File: src/rtl/scg_pkg.sv
// scg_pkg: SDRAM command codes and scheduler state encoding.
// The init states exist only when SCG_INIT_EN is defined.
package scg_pkg;

  localparam logic [3:0] CMD_NOP = 4'd0;
  localparam logic [3:0] CMD_ACT = 4'd1;
  localparam logic [3:0] CMD_READ = 4'd2;
  localparam logic [3:0] CMD_WRITE = 4'd3;
  localparam logic [3:0] CMD_PRE = 4'd4;
  localparam logic [3:0] CMD_REF = 4'd5;
  localparam logic [3:0] CMD_MRS = 4'd6;

  typedef enum logic [3:0] {
`ifdef SCG_INIT_EN
    S_INIT_WAIT,
    S_INIT_PRE,
    S_INIT_RP,
    S_INIT_REF,
    S_INIT_RFC,
    S_INIT_MRS,
    S_INIT_MRD,
`endif
    S_IDLE,
    S_ACT,
    S_RCD_WAIT,
    S_BURST,
    S_RP_WAIT,
    S_REF,
    S_RFC_WAIT
  } state_e;

endpackage

File: src/rtl/scg_refresh_timer.sv
// scg_refresh_timer: periodic refresh request generator.
// Terminal counts while a refresh is pending are absorbed.
module scg_refresh_timer #(
  parameter int REF_INTERVAL = 780
) (
  input  logic clk,
  input  logic n_rst,
  input  logic enable,
  input  logic clear,
  output logic pending
);

  localparam int CW = $clog2(REF_INTERVAL + 1);
  localparam logic [CW-1:0] RELOAD = CW'(REF_INTERVAL - 1);

  logic [CW-1:0] cnt_q, cnt_d;
  logic pending_q, pending_d;

  // Count down while enabled; reload and flag a refresh at zero.
  always_comb begin
    cnt_d = cnt_q;
    pending_d = pending_q;
    if (!enable) begin
      cnt_d = RELOAD;
    end else if (cnt_q == '0) begin
      cnt_d = RELOAD;
      pending_d = 1'b1;
    end else begin
      cnt_d = cnt_q - 1'b1;
    end
    if (clear) pending_d = 1'b0;
  end

  // Timer state registers.
  always_ff @(posedge clk or negedge n_rst) begin
    if (!n_rst) begin
      cnt_q <= RELOAD;
      pending_q <= 1'b0;
    end else begin
      cnt_q <= cnt_d;
      pending_q <= pending_d;
    end
  end

  assign pending = pending_q;

endmodule

File: src/rtl/scg_cmd_sched.sv
// scg_cmd_sched: SDRAM command scheduler (ACT/burst/PRE timing, refresh).
// Optional power-up init sequence enabled by SCG_INIT_EN.
module scg_cmd_sched
  import scg_pkg::*;
#(
  parameter int ROW_W = 12,
  parameter int COL_W = 8,
  parameter int T_RCD = 2,
  parameter int T_RP = 2,
  parameter int T_RFC = 7,
  parameter int REF_INTERVAL = 780,
  parameter int INIT_CYCLES = 20000,
  parameter logic [ROW_W-1:0] MODE_REG = 12'h023
) (
  input  logic                   clk,
  input  logic                   n_rst,
  input  logic                   req_valid,
  input  logic                   req_write,
  input  logic [2+ROW_W+COL_W-1:0] req_addr,
  output logic                   req_ready,
  output logic                   wr_start,
  output logic                   rd_start,
  input  logic                   wr_done,
  input  logic                   rd_done,
  input  logic [3:0]             wr_cmd,
  input  logic [3:0]             rd_cmd,
  input  logic                   wr_chip,
  input  logic                   rd_chip,
  output logic [3:0]             cmd,
  output logic                   chip,
  output logic [1:0]             sd_ba,
  output logic [ROW_W-1:0]       sd_addr,
  output logic                   init_done
);

  localparam int CNT_W = $clog2(INIT_CYCLES + T_RCD + T_RP + T_RFC + 2);

`ifdef SCG_INIT_EN
  localparam state_e S_RESET = S_INIT_WAIT;
  localparam logic [CNT_W-1:0] CNT_RST = CNT_W'(INIT_CYCLES - 1);
`else
  localparam state_e S_RESET = S_IDLE;
  localparam logic [CNT_W-1:0] CNT_RST = '0;
`endif

  state_e state_q, state_d;
  logic [CNT_W-1:0] cnt_q, cnt_d;
  logic [1:0] bank_q, bank_d;
  logic [ROW_W-1:0] row_q, row_d;
  logic [COL_W-1:0] col_q, col_d;
  logic wr_q, wr_d;
  logic ref_pending;
  logic sel_done;
  logic cnt_zero;

`ifdef SCG_INIT_EN
  logic init_done_q, init_done_d;
  logic ref2_q, ref2_d;
  assign init_done = init_done_q;
`else
  assign init_done = 1'b1;
`endif

  scg_refresh_timer #(
    .REF_INTERVAL(REF_INTERVAL)
  ) u_ref (
    .clk    (clk),
    .n_rst  (n_rst),
    .enable (init_done),
    .clear  (state_q == S_REF),
    .pending(ref_pending)
  );

  assign req_ready = (state_q == S_IDLE) && !ref_pending && init_done;
  assign sel_done = wr_q ? wr_done : rd_done;
  assign cnt_zero = (cnt_q == '0);

  // Next-state, wait-counter load and request latching.
  always_comb begin
    state_d = state_q;
    cnt_d = cnt_q;
    bank_d = bank_q;
    row_d = row_q;
    col_d = col_q;
    wr_d = wr_q;
`ifdef SCG_INIT_EN
    init_done_d = init_done_q;
    ref2_d = ref2_q;
`endif
    unique case (state_q)
`ifdef SCG_INIT_EN
      S_INIT_WAIT: begin
        if (cnt_zero) state_d = S_INIT_PRE;
        else cnt_d = cnt_q - 1'b1;
      end
      S_INIT_PRE: begin
        state_d = S_INIT_RP;
        cnt_d = CNT_W'(T_RP - 1);
      end
      S_INIT_RP: begin
        if (cnt_zero) state_d = S_INIT_REF;
        else cnt_d = cnt_q - 1'b1;
      end
      S_INIT_REF: begin
        if (T_RFC > 1) begin
          state_d = S_INIT_RFC;
          cnt_d = CNT_W'(T_RFC - 2);
        end else begin
          state_d = ref2_q ? S_INIT_MRS : S_INIT_REF;
          ref2_d = 1'b1;
        end
      end
      S_INIT_RFC: begin
        if (cnt_zero) begin
          state_d = ref2_q ? S_INIT_MRS : S_INIT_REF;
          ref2_d = 1'b1;
        end else begin
          cnt_d = cnt_q - 1'b1;
        end
      end
      S_INIT_MRS: begin
        state_d = S_INIT_MRD;
        cnt_d = CNT_W'(1);
      end
      S_INIT_MRD: begin
        if (cnt_zero) begin
          state_d = S_IDLE;
          init_done_d = 1'b1;
        end else begin
          cnt_d = cnt_q - 1'b1;
        end
      end
`endif
      S_IDLE: begin
        if (ref_pending) begin
          state_d = S_REF;
        end else if (req_valid && req_ready) begin
          state_d = S_ACT;
          bank_d = req_addr[ROW_W+COL_W +: 2];
          row_d = req_addr[COL_W +: ROW_W];
          col_d = req_addr[COL_W-1:0];
          wr_d = req_write;
        end
      end
      S_ACT: begin
        if (T_RCD > 1) begin
          state_d = S_RCD_WAIT;
          cnt_d = CNT_W'(T_RCD - 2);
        end else begin
          state_d = S_BURST;
        end
      end
      S_RCD_WAIT: begin
        if (cnt_zero) state_d = S_BURST;
        else cnt_d = cnt_q - 1'b1;
      end
      S_BURST: begin
        if (sel_done) begin
          state_d = S_RP_WAIT;
          cnt_d = CNT_W'(T_RP - 1);
        end
      end
      S_RP_WAIT: begin
        if (cnt_zero) state_d = S_IDLE;
        else cnt_d = cnt_q - 1'b1;
      end
      S_REF: begin
        if (T_RFC > 1) begin
          state_d = S_RFC_WAIT;
          cnt_d = CNT_W'(T_RFC - 2);
        end else begin
          state_d = S_IDLE;
        end
      end
      S_RFC_WAIT: begin
        if (cnt_zero) state_d = S_IDLE;
        else cnt_d = cnt_q - 1'b1;
      end
      default: state_d = S_RESET;
    endcase
  end

  // Scheduler state registers.
  always_ff @(posedge clk or negedge n_rst) begin
    if (!n_rst) begin
      state_q <= S_RESET;
      cnt_q <= CNT_RST;
      bank_q <= '0;
      row_q <= '0;
      col_q <= '0;
      wr_q <= 1'b0;
`ifdef SCG_INIT_EN
      init_done_q <= 1'b0;
      ref2_q <= 1'b0;
`endif
    end else begin
      state_q <= state_d;
      cnt_q <= cnt_d;
      bank_q <= bank_d;
      row_q <= row_d;
      col_q <= col_d;
      wr_q <= wr_d;
`ifdef SCG_INIT_EN
      init_done_q <= init_done_d;
      ref2_q <= ref2_d;
`endif
    end
  end

  // Command bus decode from registered state and latched request.
  always_comb begin
    cmd = CMD_NOP;
    chip = 1'b0;
    sd_ba = '0;
    sd_addr = '0;
    wr_start = 1'b0;
    rd_start = 1'b0;
    unique case (state_q)
`ifdef SCG_INIT_EN
      S_INIT_PRE: begin
        cmd = CMD_PRE;
        sd_addr[10] = 1'b1;
      end
      S_INIT_REF: cmd = CMD_REF;
      S_INIT_MRS: begin
        cmd = CMD_MRS;
        sd_addr = MODE_REG;
      end
`endif
      S_ACT: begin
        cmd = CMD_ACT;
        sd_ba = bank_q;
        sd_addr = row_q;
      end
      S_BURST: begin
        wr_start = wr_q;
        rd_start = !wr_q;
        cmd = wr_q ? wr_cmd : rd_cmd;
        chip = wr_q ? wr_chip : rd_chip;
        sd_ba = bank_q;
        sd_addr[COL_W-1:0] = col_q;
        sd_addr[10] = 1'b1;
      end
      S_REF: cmd = CMD_REF;
      default: ;
    endcase
  end

endmodule

File: config.mk
export PLATFORM = sky130hd
export DESIGN_NAME = scg_cmd_sched
export DESIGN_NICKNAME = d
export VERILOG_FILES = /design/src/rtl/scg_pkg.sv /design/src/rtl/scg_refresh_timer.sv /design/src/rtl/scg_cmd_sched.sv
export SDC_FILE = /design/constraint.sdc
export NUM_CORES = 1
export LEC_CHECK = 0
export BUFFER_PORTS_ARGS = -buffer_cell sky130_fd_sc_hd__buf_2
export CORE_MARGIN = 2
export CORE_UTILIZATION = 23
export CTS_BUF_LIST = sky130_fd_sc_hd__clkbuf_2
export DETAILED_ROUTE_END_ITERATION = 12
export PLACE_DENSITY_LB_ADDON = 0.1
export SETUP_SLACK_MARGIN = 0.4
export SKIP_LAST_GASP = 1
export SYNTH_ARGS = -nofsm -noshare
export SYNTH_HDL_FRONTEND = slang
export SYNTH_SLANG_ARGS = --single-unit
File: constraint.sdc
create_clock -name clk -period 2.16 [get_ports clk]
set_input_delay 0.108 -clock clk [delete_from_list [all_inputs] [get_ports clk]]
set_output_delay 0.108 -clock clk [all_outputs]
set_load 0.02 [all_outputs]
==> results of run 1 <==
## logic make-up (layout without fill, tap and decap cells)
family / after synthesis / count (layout) / synth area share, %
AO/OA/AOI/OAI: 45 / 45 / 11.5
AND/OR/NAND/NOR: 97 / 98 / 20.2
multiplexers: 42 / 42 / 16.1
XOR/XNOR: 4 / 4 / 1.25
buffers and inverters: 22 / 142 / 3.43
other: 1 / 1 / 0.134
adder cells (fa/ha/maj): 2 / 2 / 0.892
flip-flops: 52 / 52 / 46.6
## what timing repair did
action                                  4_1_cts  5_1_grt
endpoints found under the setup margin       42       46
hold buffers                                 25        0
setup buffers                                12       15
hold endpoints to repair                     50        0
resized for setup                            25       57
pin swaps                                    13       18
gates cloned                                  0        2
## registers in the layout (all words and copies together) (netlist names)
register       count
u_ref.cnt_q       10
u_ref.pending      1
bank_q             2
row_q             12
state_q            3
col_q              8
wr_q               1
cnt_q             15
## cell type report
| cell class | instances | area, sq um | area share [%] |
|---|---|---|---|
| sequential | 52 | 1320 | 31.9 |
| multi-input combinational | 192 | 1590 | 38.5 |
| clock inverter | 3 | 26.3 | 0.637 |
| tap | 147 | 184 | 4.46 |
| timing repair buffer | 125 | 952 | 23.1 |
| clock buffer | 5 | 25.0 | 0.607 |
| inverter | 9 | 33.8 | 0.819 |
## placed cells by master, fill, tap and decap left out, types with 9 or more instances in the layout
master,Yosys,layout
buf_6,0,11
dlygate4sd3_1,0,25
mux2i_1,17,14
a21oi_1,11,10
mux2_2,25,25
dfrtp_1,47,39
nand2_1,13,12
buf_2,5,42
nor2_1,38,35
buf_4,2,45
o31ai_1,9,9
## layer usage
layer	global-route usage, %	vias to the layer above	routed length [microns]
met2	19.2	43	3630
li1	-	1208	-
met4	4.31	0	133
met1	15.6	1236	3720
met5	0	-	0
met3	2.44	11	241
## final timing paths
path | startpoint | endpoint | slack [ns] | cells after the start
setup / recovery | cnt_q[7] | cnt_q[10] | 0.33 | 5
hold / removal | wr_done | state_q[1] | 0.05 | 4
setup reg to reg | cnt_q[7] | cnt_q[10] | 0.33 | 5
hold reg to reg | u_ref.cnt_q[0] | u_ref.cnt_q[0] | 0.51 | 1
max in group asynchronous | n_rst | u_ref.cnt_q[8] | 1.29 | 3
min in group asynchronous | n_rst | cnt_q[6] | 0.14 | 2
## worst max-delay path, stage by stage (launching register included)
cell and delay, ns:
dfrtp_2 0.51, nor4_4 0.37, buf_4 0.21, nand4_1 0.16
or3_1 0.36, a21oi_1 0.16
## cells in the mapped netlist (2+ instances only)
cell type / n / area share [%]
or3_1: 6 / 1.3
nand2_1: 13 / 1.7
inv_1: 9 / 1.2
buf_4: 2 / 0.53
clkbuf_1: 5 / 0.67
ha_1: 2 / 0.89
nor2_1: 38 / 5.1
nor2b_1: 2 / 0.45
nand3b_1: 3 / 0.80
o311ai_0: 3 / 0.94
o21ai_0: 3 / 0.53
or4_1: 7 / 1.9
nor3b_1: 5 / 1.3
o21a_1: 3 / 0.80
nand4_1: 4 / 0.89
a21oi_1: 11 / 2.0
dfstp_2: 5 / 4.7
mux2_2: 25 / 10
o31ai_1: 9 / 2.4
nor4_4: 3 / 2.3
nor4_1: 3 / 0.67
nand2b_1: 3 / 0.67
a221oi_1: 3 / 0.94
xnor2_1: 3 / 0.94
a31oi_1: 2 / 0.45
mux2i_1: 17 / 6.1
nor3_1: 2 / 0.36
buf_2: 5 / 0.89
dfrtp_1: 47 / 42
## report_power, final
part	total [W]	internal [W]	leakage (nW)	switching, W
Combinational	0.00215	0.00117	1.20	0.000979
Clock	0.000456	0.0000904	0.0335	0.000365
Sequential	0.00167	0.00134	0.632	0.000324
## metrics by stage
step | instances | setup slack [ns] | instance area (sq um)
after floorplan | 265 | 0.407 | 2820
after global placement | 471 | 0.306 | 3330
after detailed placement | 471 | 0.236 | 3330
after CTS | 516 | 0.274 | 3800
after global routing | 533 | 0.228 | 4130
final | 533 | 0.330 | 4130
==> results.json, run 1 <==
{
  "status": "complete, no violations",
  "place_hpwl_mm": 5.20,
  "maxSlewHeadroom_pct": 54.5,
  "syn_nets": 305,
  "setup_viol": 0,
  "max_slew.worst_pin.slew_ns": 0.682,
  "fin_util_pct": 34.5,
  "yosys_warnings": 0,
  "drtAntennaViolNets": 0,
  "synth_area_sq_um": 2810,
  "grt_usage_pct": 11.9,
  "power.density_nw_per_um2": 1030,
  "cts_tree": "built",
  "drive_gt1_share_pct": 49.0,
  "ys_seq_area_share_pct": 46.6,
  "io_buffers": 59,
  "ys_ff_latch": 52,
  "gp_congestion": 0.762,
  "clockRootBuffer": "clkbuf_2",
  "cp_data_arrival_time_ns": 2.25,
  "dieArea_sq_um": 13100,
  "cts_sinks": 52,
  "start_kind": "flip-flop",
  "htree_levels": 2,
  "fin_crit_ns": 1.83,
  "path_max_fanout": 6,
  "finalCritPeriodShare_pct": 84.7,
  "dr_total_vias": 2498,
  "synth_edf_count": 0,
  "initial_utilization_pct": 23.5,
  "cts.reportedPaths.clkPinSlew_ns": 0.30,
  "tns_ns": 0,
  "postRouteWirelength_mm": 7.73,
  "syn_avg_cell_area_sq_um": 10.6,
  "antenna_found_initial": 0,
  "fin_nets": 425,
  "grt_pass1_wl_mm": 12.3,
  "p_leak_nw": 1.87,
  "max_freq_mhz": 547,
  "cp.required_ns": 2.58,
  "grt_max_degree": 29,
  "max-cap-violations": 0,
  "rsz0062_at_grt": "yes",
  "finalPower_w": 0.00427,
  "post_drt_wl_per_cell_microns": 14.5,
  "viasPerCell": 4.69,
  "hold_viol_final": 0,
  "worst-setup-path-type": "flip-flop to flip-flop",
  "num_io_pins": 61,
  "overflow": 0,
  "numCtsBuffers": 5,
  "cts_buffer_depth": 2,
  "die_w_microns": 114,
  "antenna_cells": 0,
  "synthToLayoutAreaGrowth_pct": 47.0,
  "whs_ns": 0.0511,
  "hold_class": "input pin to flip-flop",
  "ir_worst_vdd_mv": 0.367,
  "synth_cell_types": 51,
  "dominantRegCellSynth": "dfrtp_1",
  "coreArea_sq_um": 12000,
  "grt_pass1_vias": 2478,
  "synthCells": 265,
  "report.final.slew_viol_count": 0,
  "fillerInstances": 1266,
  "clk-insertion-delay-late_ns": 0.48,
  "chipHeight_microns": 114,
  "endpoint_kind": "flip-flop",
  "fp-row-count": 40,
  "drt_iter0_markers": 65,
  "worst_clock_skew_ns": 0.0261,
  "drc_errors": 0,
  "drt-pass1-iter-count": 4,
  "async_reset_ff_share_pct": 100
}
Note: power is estimated with default switching activity, not from simulation.
==> inputs of run 2 (changes only) <==
- clock period: 2.16 -> 1.78 ns (I/O delays scaled with it)
==> results.json, run 2 (synthesized netlist as in run 1, its figures left out) <==
{
  "status": "complete, but fails checks",
  "violations": "setup timing",
  "worst_clock_skew_ns": 0.0164,
  "num_io_pins": 61,
  "drt-pass1-iter-count": 4,
  "stdcell_area_sq_um": 4960,
  "io_buffers": 59,
  "multi_input_area_sq_um": 1920,
  "postRouteWirelength_mm": 8.39,
  "ir_worst_vdd_mv": 0.546,
  "top_register": "cnt_q",
  "dr_total_vias": 2608,
  "cp_data_arrival_time_ns": 1.71,
  "worstReg2RegStart": "state_q[0]",
  "crit_chain": "buf_4, nand2b_4, buf_12, buf_12, nor2_2, buf_6",
  "largest_register_ffs": 15,
  "antenna_cells": 0,
  "wl_met2_mm": 4.18,
  "die_w_microns": 114,
  "grt_pass1_wl_mm": 13.2,
  "post_drt_wl_per_cell_microns": 14.6,
  "fp-row-count": 40,
  "setup_viol": 5,
  "hold_viol_final": 0,
  "finalCritPeriodShare_pct": 101,
  "finalNonFillerCells": 575,
  "cts_tree": "built",
  "fin_nets": 467,
  "fin_util_pct": 41.4,
  "wl_met3_microns": 209,
  "cp.required_ns": 1.69,
  "start_kind": "flip-flop",
  "worst-setup-path-type": "flip-flop to primary output",
  "cts_buffer_depth": 2,
  "numCtsBuffers": 5,
  "chipHeight_microns": 114,
  "cpMostUsedCell": "buf_12",
  "wl_met1_mm": 3.91,
  "antenna_found_initial": 0,
  "cp_slowest_cell": "dfrtp_2",
  "drc_errors": 0,
  "synthToLayoutAreaGrowth_pct": 76.6,
  "rsz0062_at_grt": "yes",
  "endpoint_kind": "primary output",
  "topRoutingLayerUsed": "met4",
  "final_common_cell": "buf_4",
  "final_cell_mix": "buf_4, dfrtp_1, buf_2",
  "crit_family": "buffers and inverters",
  "max-cap-violations": 0,
  "overflow": 0,
  "drtAntennaViolNets": 0,
  "fillerInstances": 1153,
  "grt_usage_pct": 12.7,
  "dpl_cell_area_sq_um": 3640,
  "clockRootBuffer": "clkbuf_2",
  "fin_crit_ns": 1.80,
  "layout_setup_ws_ns": -0.0156,
  "path_max_fanout": 6,
  "cts.reportedPaths.clkPinSlew_ns": 0.30,
  "dp.cells": 496,
  "hold_class": "input pin to asynchronous set/reset pin",
  "seqCellArea_sq_um": 1310,
  "grt_max_degree": 36,
  "slowest_delay_ns": 0.48,
  "power.density_nw_per_um2": 1260,
  "report.final.slew_viol_count": 0,
  "clk-insertion-delay-late_ns": 0.48,
  "drive_gt1_share_pct": 63.3,
  "p_leak_nw": 2.16,
  "dpl_worst_slack_ns": -0.0225,
  "viasPerCell": 4.54,
  "htree_levels": 2,
  "initial_utilization_pct": 23.5,
  "grt_pass1_vias": 2692,
  "place_hpwl_mm": 5.45,
  "whs_ns": 0.0371,
  "reg_top3": "cnt_q x15, row_q x12, u_ref.cnt_q x10",
  "cts_sinks": 52,
  "drt_iter0_markers": 50,
  "gp_congestion": 0.706,
  "cp.buffers_inverters": 4,
  "reg2reg_depth": 5,
  "dieArea_sq_um": 13100,
  "r2r_slack_ns": 0,
  "max_freq_mhz": 557,
  "coreArea_sq_um": 12000,
  "r2r_end": "cnt_q[8]"
}
-- run 2: worst register-to-register path, cell delays in order, from the launching register on --
cell	delay, ns
dfrtp_2	0.51
buf_6	0.13
o21bai_4	0.17
or3_4	0.34
or4_4	0.48
a21oi_2	0.12
-- run 2: how the worst max path moves through the flow --
stage | startpoint | endpoint | slack [ns] | depth (start not counted)
2_1_floorplan | u_ref.cnt_q[1] | u_ref.cnt_q[0] | 0.13 | 6
3_3_place_gp | cnt_q[4] | cnt_q[1] | 0.03 | 4
3_5_place_dp | cnt_q[4] | cnt_q[1] | -0.02 | 4
4_1_cts | state_q[2] | sd_addr[2] | -0.08 | 5
5_1_grt | state_q[2] | rd_start | -0.13 | 4
6_report | state_q[0] | sd_addr[3] | -0.02 | 6
-- run 2: timing repair --
action	4_1_cts	5_1_grt
endpoints found under the hold margin	77	0
resized for setup	83	71
setup buffers	27	15
pin swaps	23	21
hold buffers	27	0
setup endpoints to repair	74	74
cloned	1	1
-- run 2: power by group --
part           leakage, nW  internal [W]  switching, W
combinational         1.49       0.00207       0.00161
sequential           0.635       0.00162      0.000390
clock               0.0300      0.000108      0.000444
-- run 2: final cells by class --
class / count / share of cell area [%]
well taps: 147 / 3.71
inverters: 9 / 0.681
flip-flops and latches: 52 / 26.5
clock inverters: 3 / 0.505
clock buffers: 5 / 0.505
multi-input cells: 191 / 38.8
repair buffers: 168 / 29.3
-- run 2: through the flow --
stage / power (W) / setup TNS [ns]
after floorplan: 0.00352 / 0
after global placement: 0.00439 / 0
after detailed placement: 0.00440 / -0.0349
after CTS: 0.00566 / -1.08
after global routing: 0.00670 / -2.11
final: 0.00624 / -0.0340
-- run 2: layer usage --
layer,vias up,global-route usage [%]
met4,0,3.58
met3,8,2.38
met5,-,0
met2,38,21.5
met1,1266,16.5
li1,1296,-
==> inputs of run 3 (changes only) <==
- REMOVE_ABC_BUFFERS: unset -> 1
==> results.json, run 3 (synthesized netlist as in run 1, its figures left out) <==
{
  "stdcell_area_sq_um": 5020,
  "grt_usage_pct": 12.8,
  "dpl_cell_area_sq_um": 3510,
  "drtAntennaViolNets": 0,
  "cts_tree": "built",
  "endpoint_kind": "primary output",
  "power.density_nw_per_um2": 1250,
  "cp.buffers_inverters": 2,
  "p_sw_share_pct": 39.4,
  "final_cell_mix": "buf_4, dfrtp_1, buf_2",
  "finalCritPeriodShare_pct": 102,
  "post_drt_wl_per_cell_microns": 14.8,
  "switchingPower_w": 0.00247,
  "overflow": 0,
  "cp_data_arrival_time_ns": 1.73,
  "violations": "setup timing",
  "max-cap-violations": 0,
  "drt-pass1-iter-count": 4,
  "antenna_found_initial": 0,
  "fp-row-count": 40,
  "viasPerCell": 4.64,
  "io_buffers": 59,
  "num_io_pins": 61,
  "drt_iter0_markers": 152,
  "status": "complete, but fails checks",
  "cts.reportedPaths.clkPinSlew_ns": 0.33,
  "drc_errors": 0,
  "layout_setup_ws_ns": -0.0387,
  "largest_register_ffs": 15,
  "ir_worst_vdd_mv": 0.592,
  "whs_ns": 0.278,
  "htree_levels": 2,
  "fin_nets": 476,
  "final_common_cell": "buf_4",
  "antenna_cells": 0,
  "rsz0062_at_grt": "yes",
  "p_leak_nw": 2.20,
  "combPwrFrac_pct": 58.6,
  "numCtsBuffers": 5,
  "path_max_fanout": 6,
  "dr_total_vias": 2708,
  "fillerInstances": 1172,
  "grt_pass1_wl_mm": 13.2,
  "cts_buffer_depth": 2,
  "grt_max_degree": 53,
  "gp_congestion": 0.809,
  "clk-insertion-delay-late_ns": 0.53,
  "chipHeight_microns": 114,
  "cp.required_ns": 1.69,
  "clockPowerShare_pct": 9.1,
  "max_freq_mhz": 550,
  "drive_gt1_share_pct": 63.6,
  "fin_crit_ns": 1.82,
  "slowest_delay_ns": 0.51,
  "die_w_microns": 114,
  "start_kind": "flip-flop",
  "reg_top3": "cnt_q x15, row_q x12, u_ref.cnt_q x10",
  "cp_slowest_cell": "dfrtp_2",
  "setup_viol": 7,
  "p_seq_share_pct": 32.3,
  "postRouteWirelength_mm": 8.67,
  "report.final.slew_viol_count": 0,
  "hold_class": "input pin to flip-flop",
  "coreArea_sq_um": 12000,
  "clockRootBuffer": "clkbuf_2",
  "initial_utilization_pct": 23.5,
  "crit_chain": "buf_6, nand3b_1, nor2_1, buf_4",
  "dieArea_sq_um": 13100,
  "cts_sinks": 52,
  "hold_viol_final": 0,
  "synthToLayoutAreaGrowth_pct": 79.0,
  "top_register": "cnt_q",
  "worst_clock_skew_ns": 0.0439,
  "worst-setup-path-type": "flip-flop to primary output",
  "place_hpwl_mm": 5.12,
  "p_int_w": 0.00380,
  "grt_pass1_vias": 2675,
  "crit_family": "flip-flops"
}
-- run 3: changes by cell type in the layout (fill, tap and decap cells not counted), moves of 3 or more --
cell | before | now
nand2_2 | 5 | 2
buf_4 | 67 | 73
mux2i_4 | 8 | 4
mux2i_2 | 0 | 4
nor2_4 | 10 | 7
-- run 3: per-stage QoR --
step	util (%)	std cells	TNS [ns]	power, W	worst slack [ns]
floorplan	-	252	-11.76	0.00333	-0.483
global placement	29.4	493	0	0.00421	0.0374
detailed placement	29.4	493	0	0.00420	0.0250
CTS	36.8	557	-0.855	0.00551	-0.0796
global route	42.0	584	-1.94	0.00669	-0.152
finish	42.0	584	-0.0919	0.00628	-0.0387
-- run 3: timing repair --
item / in CTS / in global routing
endpoints found under the hold margin: 77 / 0
hold buffers: 28 / 0
pin swaps: 29 / 34
endpoints found under the setup margin: 74 / 74
gates resized for setup: 82 / 93
gates cloned: 2 / 2
setup buffers: 26 / 25
-- run 3: cell type report --
cell class / count / area (sq um) / share of cell area, %
Multi-Input combinational cell: 191 / 1890 / 37.6
Timing Repair Buffer: 177 / 1550 / 30.8
Sequential cell: 52 / 1320 / 26.2
Tap cell: 147 / 184 / 3.66
Inverter: 9 / 37.5 / 0.747
Clock inverter: 3 / 26.3 / 0.523
Clock buffer: 5 / 25.0 / 0.498
-- run 3: final timing paths --
check | cells after the start | from | slack [ns] | endpoint
min in group asynchronous | 4 | n_rst | 0.58 | cnt_q[11]
hold reg to reg | 1 | u_ref.cnt_q[8] | 0.55 | u_ref.cnt_q[8]
setup / recovery | 4 | state_q[2] | -0.04 | cmd[1]
max in group asynchronous | 4 | n_rst | 0.83 | u_ref.cnt_q[9]
setup reg to reg | 5 | state_q[0] | 0.01 | cnt_q[8]
hold / removal | 3 | req_addr[9] | 0.28 | row_q[1]
-- run 3: per-layer routing --
layer  vias to the layer above  global-route usage [%]  share of wire, %
met1                      1339                    16.0                46
met4                         0                    5.53               1.8
met3                        11                    2.49               2.2
met5                         -                       0                 0
met2                        42                    21.5                50
li1                       1316                       -                 -
-- run 3: worst min-delay path, stage by stage --
cell	delay (ns)
dlygate4sd3_1	0.51
buf_2	0.09
mux2_2	0.12
-- run 3: power by group through the flow --
stage / Combinational [W] / Sequential, W / Clock (W)
finish: 0.00368 / 0.00203 / 0.000570
global route: 0.00396 / 0.00208 / 0.000644
CTS: 0.00295 / 0.00195 / 0.000608
detailed placement: 0.00218 / 0.00201 / 0
global placement: 0.00220 / 0.00202 / 0
floorplan: 0.00127 / 0.00206 / 0
